### src/rtl/vid_attrib_pipe.sv
// CGA/Tandy attribute/colour pipeline: blink generation, colour select, shutter, aligned syncs.
// Optional 16-entry writable output palette enabled with `define ATTRIB_PALETTE_EN.
module vid_attrib_pipe #(
  parameter int PIX_W     = 4,
  parameter int BLINK_DIV = 16
) (
  input  logic             clk,
  input  logic             reset_n,
  input  logic [7:0]       att_byte,
  input  logic [7:0]       color_reg,
  input  logic             grph_mode,
  input  logic             bw_mode,
  input  logic             mode_640,
  input  logic             tandy_16_mode,
  input  logic             blink_enabled,
  input  logic             display_enable,
  input  logic             cursor,
  input  logic             hsync,
  input  logic             vsync,
  input  logic             pix_in,
  input  logic             c0,
  input  logic             c1,
  input  logic             pix_640,
  input  logic [3:0]       pix_tandy,
  input  logic             pal_wr,
  input  logic [3:0]       pal_addr,
  input  logic [PIX_W-1:0] pal_data,
  output logic [PIX_W-1:0] pix_out,
  output logic             hsync_out,
  output logic             vsync_out,
  output logic             de_out,
  output logic             blink_phase
);

`ifdef ATTRIB_PALETTE_EN
  localparam int STAGES = 3;
`else
  localparam int STAGES = 2;
`endif
  localparam int CNT_W = (BLINK_DIV > 2) ? $clog2(BLINK_DIV) : 1;

  typedef struct packed {
    logic [7:0] att;
    logic [5:0] color;
    logic       grph;
    logic       bw;
    logic       m640;
    logic       tandy;
    logic       blink_en;
    logic       de;
    logic       cursor;
    logic       hs;
    logic       vs;
    logic       pix;
    logic       c0;
    logic       c1;
    logic       p640;
    logic [3:0] tpix;
  } s1_t;

  typedef struct packed {
    logic hs;
    logic vs;
    logic de;
  } sync_t;

  s1_t                 s1_d, s1;
  sync_t               sync_in;
  sync_t [STAGES:1]    sync_pipe;
  logic [3:0]          idx, bg;
  logic                alpha, shut;
  logic                vs_q, char_blink;
  logic [CNT_W-1:0]    frame_cnt;

  wire unused_color = ^color_reg[7:6];

  // ---------------- blink generator ----------------
  wire vs_rise = vsync & ~vs_q;

  always_ff @(posedge clk or negedge reset_n) begin
    if (!reset_n) begin
      vs_q        <= 1'b0;
      frame_cnt   <= '0;
      blink_phase <= 1'b0;
      char_blink  <= 1'b0;
    end else begin
      vs_q <= vsync;
      if (vs_rise) begin
        if (frame_cnt == CNT_W'(BLINK_DIV - 1)) begin
          frame_cnt   <= '0;
          blink_phase <= ~blink_phase;
          // character blink runs at half the cursor rate
          if (!blink_phase) char_blink <= ~char_blink;
        end else begin
          frame_cnt <= frame_cnt + CNT_W'(1);
        end
      end
    end
  end

  // ---------------- S1: input capture ----------------
  always_comb begin
    s1_d          = '0;
    s1_d.att      = att_byte;
    s1_d.color    = color_reg[5:0];
    s1_d.grph     = grph_mode;
    s1_d.bw       = bw_mode;
    s1_d.m640     = mode_640;
    s1_d.tandy    = tandy_16_mode;
    s1_d.blink_en = blink_enabled;
    s1_d.de       = display_enable;
    s1_d.cursor   = cursor;
    s1_d.hs       = hsync;
    s1_d.vs       = vsync;
    s1_d.pix      = pix_in;
    s1_d.c0       = c0;
    s1_d.c1       = c1;
    s1_d.p640     = pix_640;
    s1_d.tpix     = pix_tandy;
  end

  assign sync_in = {hsync, vsync, display_enable};

  // ---------------- S2: colour index and shutter ----------------
  always_comb begin
    bg    = s1.blink_en ? {1'b0, s1.att[6:4]} : s1.att[7:4];
    alpha = (s1.pix & ~(s1.blink_en & s1.att[7] & ~s1.cursor & char_blink))
          | (s1.cursor & blink_phase);
    if (!s1.de)
      idx = s1.color[3:0];
    else if (s1.grph && s1.tandy)
      idx = s1.tpix;
    else if (s1.grph && !s1.m640 && (s1.c0 || s1.c1))
      idx = {s1.color[4], s1.c1, s1.c0, (s1.bw ? s1.c0 : s1.color[5])};
    else if (s1.grph)
      idx = s1.color[3:0];
    else
      idx = alpha ? s1.att[3:0] : bg;
    // blanked during sync, and in 640 mode wherever the mono dot is off
    shut = s1.hs | s1.vs | (s1.m640 & ~(s1.de & s1.p640));
  end

  always_ff @(posedge clk or negedge reset_n) begin
    if (!reset_n) begin
      s1        <= '0;
      sync_pipe <= '0;
    end else begin
      s1        <= s1_d;
      sync_pipe <= {sync_pipe[STAGES-1:1], sync_in};
    end
  end

  assign {hsync_out, vsync_out, de_out} = sync_pipe[STAGES];

`ifdef ATTRIB_PALETTE_EN
  logic [3:0]       s2_idx;
  logic             s2_shut;
  logic [PIX_W-1:0] pal [16];

  always_ff @(posedge clk or negedge reset_n) begin
    if (!reset_n) begin
      s2_idx  <= '0;
      s2_shut <= 1'b0;
    end else begin
      s2_idx  <= idx;
      s2_shut <= shut;
    end
  end

  always_ff @(posedge clk or negedge reset_n) begin
    if (!reset_n) begin
      for (int i = 0; i < 16; i++) pal[i] <= PIX_W'(i);
    end else if (pal_wr) begin
      pal[pal_addr] <= pal_data;
    end
  end

  // ---------------- S3: palette lookup (reads pre-write entry) ----------------
  always_ff @(posedge clk or negedge reset_n) begin
    if (!reset_n) pix_out <= '0;
    else          pix_out <= s2_shut ? '0 : pal[s2_idx];
  end
`else
  wire unused_pal = ^{pal_wr, pal_addr, pal_data};

  always_ff @(posedge clk or negedge reset_n) begin
    if (!reset_n) pix_out <= '0;
    else          pix_out <= shut ? '0 : PIX_W'(idx);
  end
`endif

endmodule

### config.mk
export PLATFORM = sky130hd
export DESIGN_NAME = vid_attrib_pipe
export DESIGN_NICKNAME = d
export VERILOG_FILES = /design/src/rtl/vid_attrib_pipe.sv
export SDC_FILE = /design/constraint.sdc
export NUM_CORES = 1
export LEC_CHECK = 0
export CAP_MARGIN = 30
export CORE_MARGIN = 10
export CORE_UTILIZATION = 46
export CTS_BUF_LIST = sky130_fd_sc_hd__clkbuf_8
export DETAILED_ROUTE_END_ITERATION = 10
export PLACE_DENSITY_LB_ADDON = 0.08
export SLEW_MARGIN = 20
export SYNTH_ARGS = -nofsm -noshare
export SYNTH_HDL_FRONTEND = slang
export SYNTH_SLANG_ARGS = --single-unit
### constraint.sdc
create_clock -name clk -period 1.8 [get_ports clk]
set_input_delay 0.45 -clock clk [delete_from_list [all_inputs] [get_ports clk]]
set_output_delay 0.45 -clock clk [all_outputs]
set_load 0.005 [all_outputs]
==> flow_summary.toml, run 1 <==
[power]
ir_drop_v = 0.0004960
p_per_area_nw_per_um2 = 1081
leakage_nw = 0.9155
power_mw = 2.281

[setup_path]
worst-path-buf-inv = 1
reg2regPathDepth = 4
worstSetupPathType = "reg -> out"
cp_slowest_stage_delay_ns = 0.52
crit_fanout = 4
cp.arrival_ns = 1.22
setup.worst_path.end = "blink_phase"
cp.required_ns = 1.35
rr_startpoint = "s1[14]"
reg2reg_slack_ns = 0.34
path_depth = 1
crit_path_end_kind = "output port"
slowest_stage = "clkdlybuf4s50_1"
critical-path-top-delay-family = "buffers and inverters"
r2r-end = "pix_out[3]"
start_kind = "flip-flop"
crit_chain = "clkdlybuf4s50_1"
crit_start = "blink_phase"

[place]
port_buffers = 40
place_congestion = 0.7372
dp_cells = 196
pre_cts_slack_ns = 0.1104
place_area_um2 = 1982
hpwl_um = 2471

[layout]
drive_gt1_share_pct = 6.289
fin_cells = 203
area_delta_synth_final_pct = 38.85
n_antenna_cell = 0
final_area_um2 = 2111
mostFrequentLayoutCells = "dfrtp_1 (44), clkdlybuf4s50_1 (39), nand2_1 (10)"
layout.nets = 204
layout_commonest_cell = "dfrtp_1"
final_util_pct = 68.02

[drt]
antenna_left = 0
routed_wl_um = 3193
avgRoutedWirePerCell_um = 15.73
viasPerCell = 4.966
drt-initial-drc-count = 76
first_pass_iters = 4
drc = 0
vias = 1008

[synthesis]
ys_types = 35
synth_seq_cells = 44
synth_warnings = 0
synthCells = 113
avgSynthCellArea_um2 = 13.45
syn_area_um2 = 1520
postSynth.asyncResetShare_pct = 100.0
synthesis.nets = 158
synth_edf_count = 0
ys.flop_type = "dfrtp_1"
synth_seq_area_share_pct = 72.43

[die]
fp.dieArea_um2 = 6004
start_util_pct = 48.99
rows = 20
design.core.area_um2 = 3103
die_w_um = 77.49
io-pin-count = 52
die_height_um = 77.49

[clock_network]
path_clk_slew_ns = 0.07
cts_root_buffer = "clkbuf_8"
cts_buffers = 5
post-cts-setup-buffers = 0
cts_buffer_depth = 2
cts-hold-fix-buffers = 0
cts.repair.resized = 0
cts_tree = "built"
numClockSinks = 44
cts-htree-levels = 2
insertion_delay_ns = 0.29

[timing]
relSlewSlack_pct = 66.29
fin_tns_setup_ns = 0
setup_ws_ns = 0.1287
min_period_ns = 1.671
hold_ws_ns = 0.1228
hold_violations = 0
rsz0062_at_grt = "no"
worstMarginPinSlew_ns = 0.5057
clock_skew_ns = 0.002752
report.final.slew_viol_count = 0
finalSetupViolCount = 0
period_share_pct = 92.85
max_freq_mhz = 598.3

[global_routing]
grt_pass1_wl_um = 5285
first_global_vias = 1071
antenna_found_initial = 0
grt.overflow.total = 0
gr-usage-all-layers_pct = 11.31
grt_max_degree = 24

[min_path]
hold_path.class = "in -> async"

[status]
outcome = "finished clean"

[run]
drv_cap = 0
[state kept, by name (all words and copies together), names as in the netlist]
name         flops
blink_phase      1
hsync_out        1
char_blink       1
frame_cnt        4
sync_pipe        3
s1              28
vsync_out        1
de_out           1
pix_out          4
[kinds of logic (layout without fill, tap and decap cells)]
| kind of cell | Yosys count | in the layout | share of synthesized area [%] |
|---|---|---|---|
| muxes | 2 | 2 | 1.317 |
| adders and majority gates | 1 | 1 | 0.8229 |
| DFF | 44 | 44 | 72.43 |
| and+or+nand+nor | 30 | 30 | 10.12 |
| xor gates and xnor gates | 3 | 3 | 1.729 |
| AOI/OAI and AO/OA | 27 | 27 | 12.02 |
| buffers and inverters | 6 | 52 | 1.563 |
[how the worst min path moves through the flow]
| stage | endpoint | slack, ns |
|---|---|---|
| after floorplan | blink_phase | 0.15 |
| after global placement | hsync_out | 0.36 |
| after detailed placement | hsync_out | 0.39 |
| after CTS | pix_out[0] | 0.13 |
| after global routing | pix_out[0] | 0.15 |
| final | s1[10] | 0.12 |
[synthesized netlist by cell type, drive strengths merged, types with 3 or more instances]
library cell  instances  area share, %
o21ai                10            3.3
nand2                10            2.5
inv                   4           0.99
nand2b                3            1.2
nor2                  4           0.99
and3                  3            1.2
a21boi                3            1.5
dfrtp                44             72
[layout make-up]
cell class              instances  area, um2
inverters                       4      15.01
fillers                       249      992.2
clock buffers                   5      68.82
repair buffers                 41      415.4
multi-input cells              63      395.4
well taps                      44      55.05
flip-flops and latches         44       1101
clock inverters                 2      60.06
[where the power goes]
group          internal [mW]  switching [mW]  leakage, nW  total [mW]
clock                  0.546           0.303       0.0642       0.849
combinational          0.160           0.108        0.328       0.268
sequential              1.08          0.0819        0.523        1.17
total                   1.79           0.492        0.915        2.28
[routing by layer]
metal / global-route usage, % / routed length, um
met5: 0 / 0
met1: 12.63 / 1391
met3: 5.300 / 206
met4: 4.380 / 61
met2: 18.39 / 1535
Note: power is estimated with default switching activity, not from simulation.
==> run 2: changes to the inputs <==
- CORE_MARGIN: 10 -> 5
==> run 2 against run 1 <==
Clock skew up 0.0032 ns. Maximum frequency up 0.17%. First-iteration DRC count down 25%. Global-route usage up 3.2 points. Register-to-register slack better by 0.02 ns. Design area down 2.8%. Combinational power down 2%. Core utilization down 1.9 points. Critical path depth unchanged. Count of clock-buffer cells in the layout unchanged. Sequential power about the same. Critical endpoint unchanged. Largest cell class unchanged. Largest power group unchanged.
==> flow_summary.toml, run 2 (same netlist as run 1, synthesis figures left out) <==
[global_routing]
gr-usage-all-layers_pct = 14.54
grt.overflow.total = 0
first_global_vias = 1084
grt_pass1_wl_um = 4705
antenna_found_initial = 0
grt_max_degree = 24

[power]
pwr-share-clk_pct = 26.6
swShare_pct = 23.28
seq_power_share_pct = 59.9
ir_drop_v = 0.0004959
p_comb_share_pct = 13.5
p_sw_mw = 0.4532
p_per_area_nw_per_um2 = 949.3
intPower_mw = 1.494
leakage_nw = 0.8872

[layout]
n_antenna_cell = 0
mostFrequentLayoutCells = "dfrtp_1 (44), clkdlybuf4s50_1 (39), nand2_1 (10)"
area_delta_synth_final_pct = 34.90
top_register = "s1"
final_util_pct = 66.09
multiInputGateArea_um2 = 395.4
fillCellCount = 267
final-seq-area_um2 = 1101
layout_commonest_cell = "dfrtp_1"
largest_reg_flops = 28
reg.largest.list = "s1: 28 flops, frame_cnt: 4 flops, pix_out: 4 flops"
drive_gt1_share_pct = 5.096
layout.nets = 204

[clock_network]
post-cts-setup-buffers = 0
cts_buffers = 5
path_clk_slew_ns = 0.07
cts-htree-levels = 2
cts_tree = "built"
cts-hold-fix-buffers = 0
numClockSinks = 44
cts.repair.resized = 0
insertion_delay_ns = 0.28
cts_root_buffer = "clkbuf_8"
cts_buffer_depth = 2

[drt]
viasPerCell = 4.856
antenna_left = 0
vias = 976
first_pass_iters = 4
drc = 0
routed_wl_um = 2791
drt-initial-drc-count = 57
avgRoutedWirePerCell_um = 13.89

[setup_path]
critical-path-top-delay-family = "buffers and inverters"
crit_path_end_kind = "output port"
worst-path-buf-inv = 1
reg2regPathDepth = 4
crit_chain = "clkdlybuf4s50_1"
cp.arrival_ns = 1.22
path_depth = 1
crit_fanout = 4
crit_start = "blink_phase"
worstSetupPathType = "reg -> out"
rr_startpoint = "s1[14]"
start_kind = "flip-flop"
cp.required_ns = 1.35
slowest_stage = "clkdlybuf4s50_1"
cp_slowest_stage_delay_ns = 0.53

[die]
start_util_pct = 48.99
io-pin-count = 52
die_height_um = 67.49
design.core.area_um2 = 3103
fp.dieArea_um2 = 4554
die_w_um = 67.49
rows = 20

[timing]
fin_tns_setup_ns = 0
relSlewSlack_pct = 66.98
setup_ws_ns = 0.1315
finalSetupViolCount = 0
hold_violations = 0
rsz0062_at_grt = "no"
min_period_ns = 1.669
clock_skew_ns = 0.005925
max_freq_mhz = 599.3
period_share_pct = 92.70
report.final.slew_viol_count = 0
worstMarginPinSlew_ns = 0.4954

[place]
pre_cts_slack_ns = 0.07558
port_buffers = 40
hpwl_um = 2187
place_congestion = 0.7507

[status]
outcome = "finished clean"

[min_path]
hold_path.class = "in -> async"

[run]
drv_cap = 0
[run 2: final cells by class]
class	instances	area share, %
clock buffers	5	3.356
multi-input cells	63	19.28
flip-flops and latches	44	53.69
repair buffers	41	20.26
inverters	4	0.7322
well taps	44	2.685
[run 2: metrics by stage]
stage / instances / hold WS, ns / power [mW] / area (um2)
after global routing: 201 / 0.1643 / 2.056 / 2051
after global placement: 196 / 0.3629 / 1.433 / 1982
after floorplan: 113 / 0.1544 / 1.277 / 1520
after CTS: 201 / 0.1396 / 1.974 / 2051
after detailed placement: 196 / 0.3772 / 1.451 / 1982
final: 201 / 0.1269 / 1.947 / 2051
[run 2: final timing paths]
| kind | end | slack (ns) |
|---|---|---|
| setup / recovery | blink_phase | 0.13 |
| hold / removal | pix_out[0] | 0.13 |
| setup reg to reg | pix_out[3] | 0.36 |
| hold reg to reg | hsync_out | 0.39 |
| max in group asynchronous | s1[20] | 1.19 |
| min in group clk | hsync_out | 0.39 |
[run 2: worst register-to-register path, delay by kind of cell, from the launching register on]
kind	cells	cell delay, ns
AO/OA/AOI/OAI	3	0.72
multiplexers	1	0.19
flip-flops	1	0.43
[run 2: routing by layer]
layer	GRT usage, %	part of all wire, %
met1	17.09	42
met2	23.57	50
met3	5.158	6.7
met4	7.089	1.2
met5	0	0
[run 2: power by group through the flow]
stage / Sequential [mW] / Clock [mW] / Combinational, mW
after floorplan: 1.16 / 0 / 0.117
after global placement: 1.18 / 0 / 0.256
after detailed placement: 1.18 / 0 / 0.267
after CTS: 1.17 / 0.541 / 0.268
after global routing: 1.18 / 0.582 / 0.296
final: 1.17 / 0.518 / 0.262
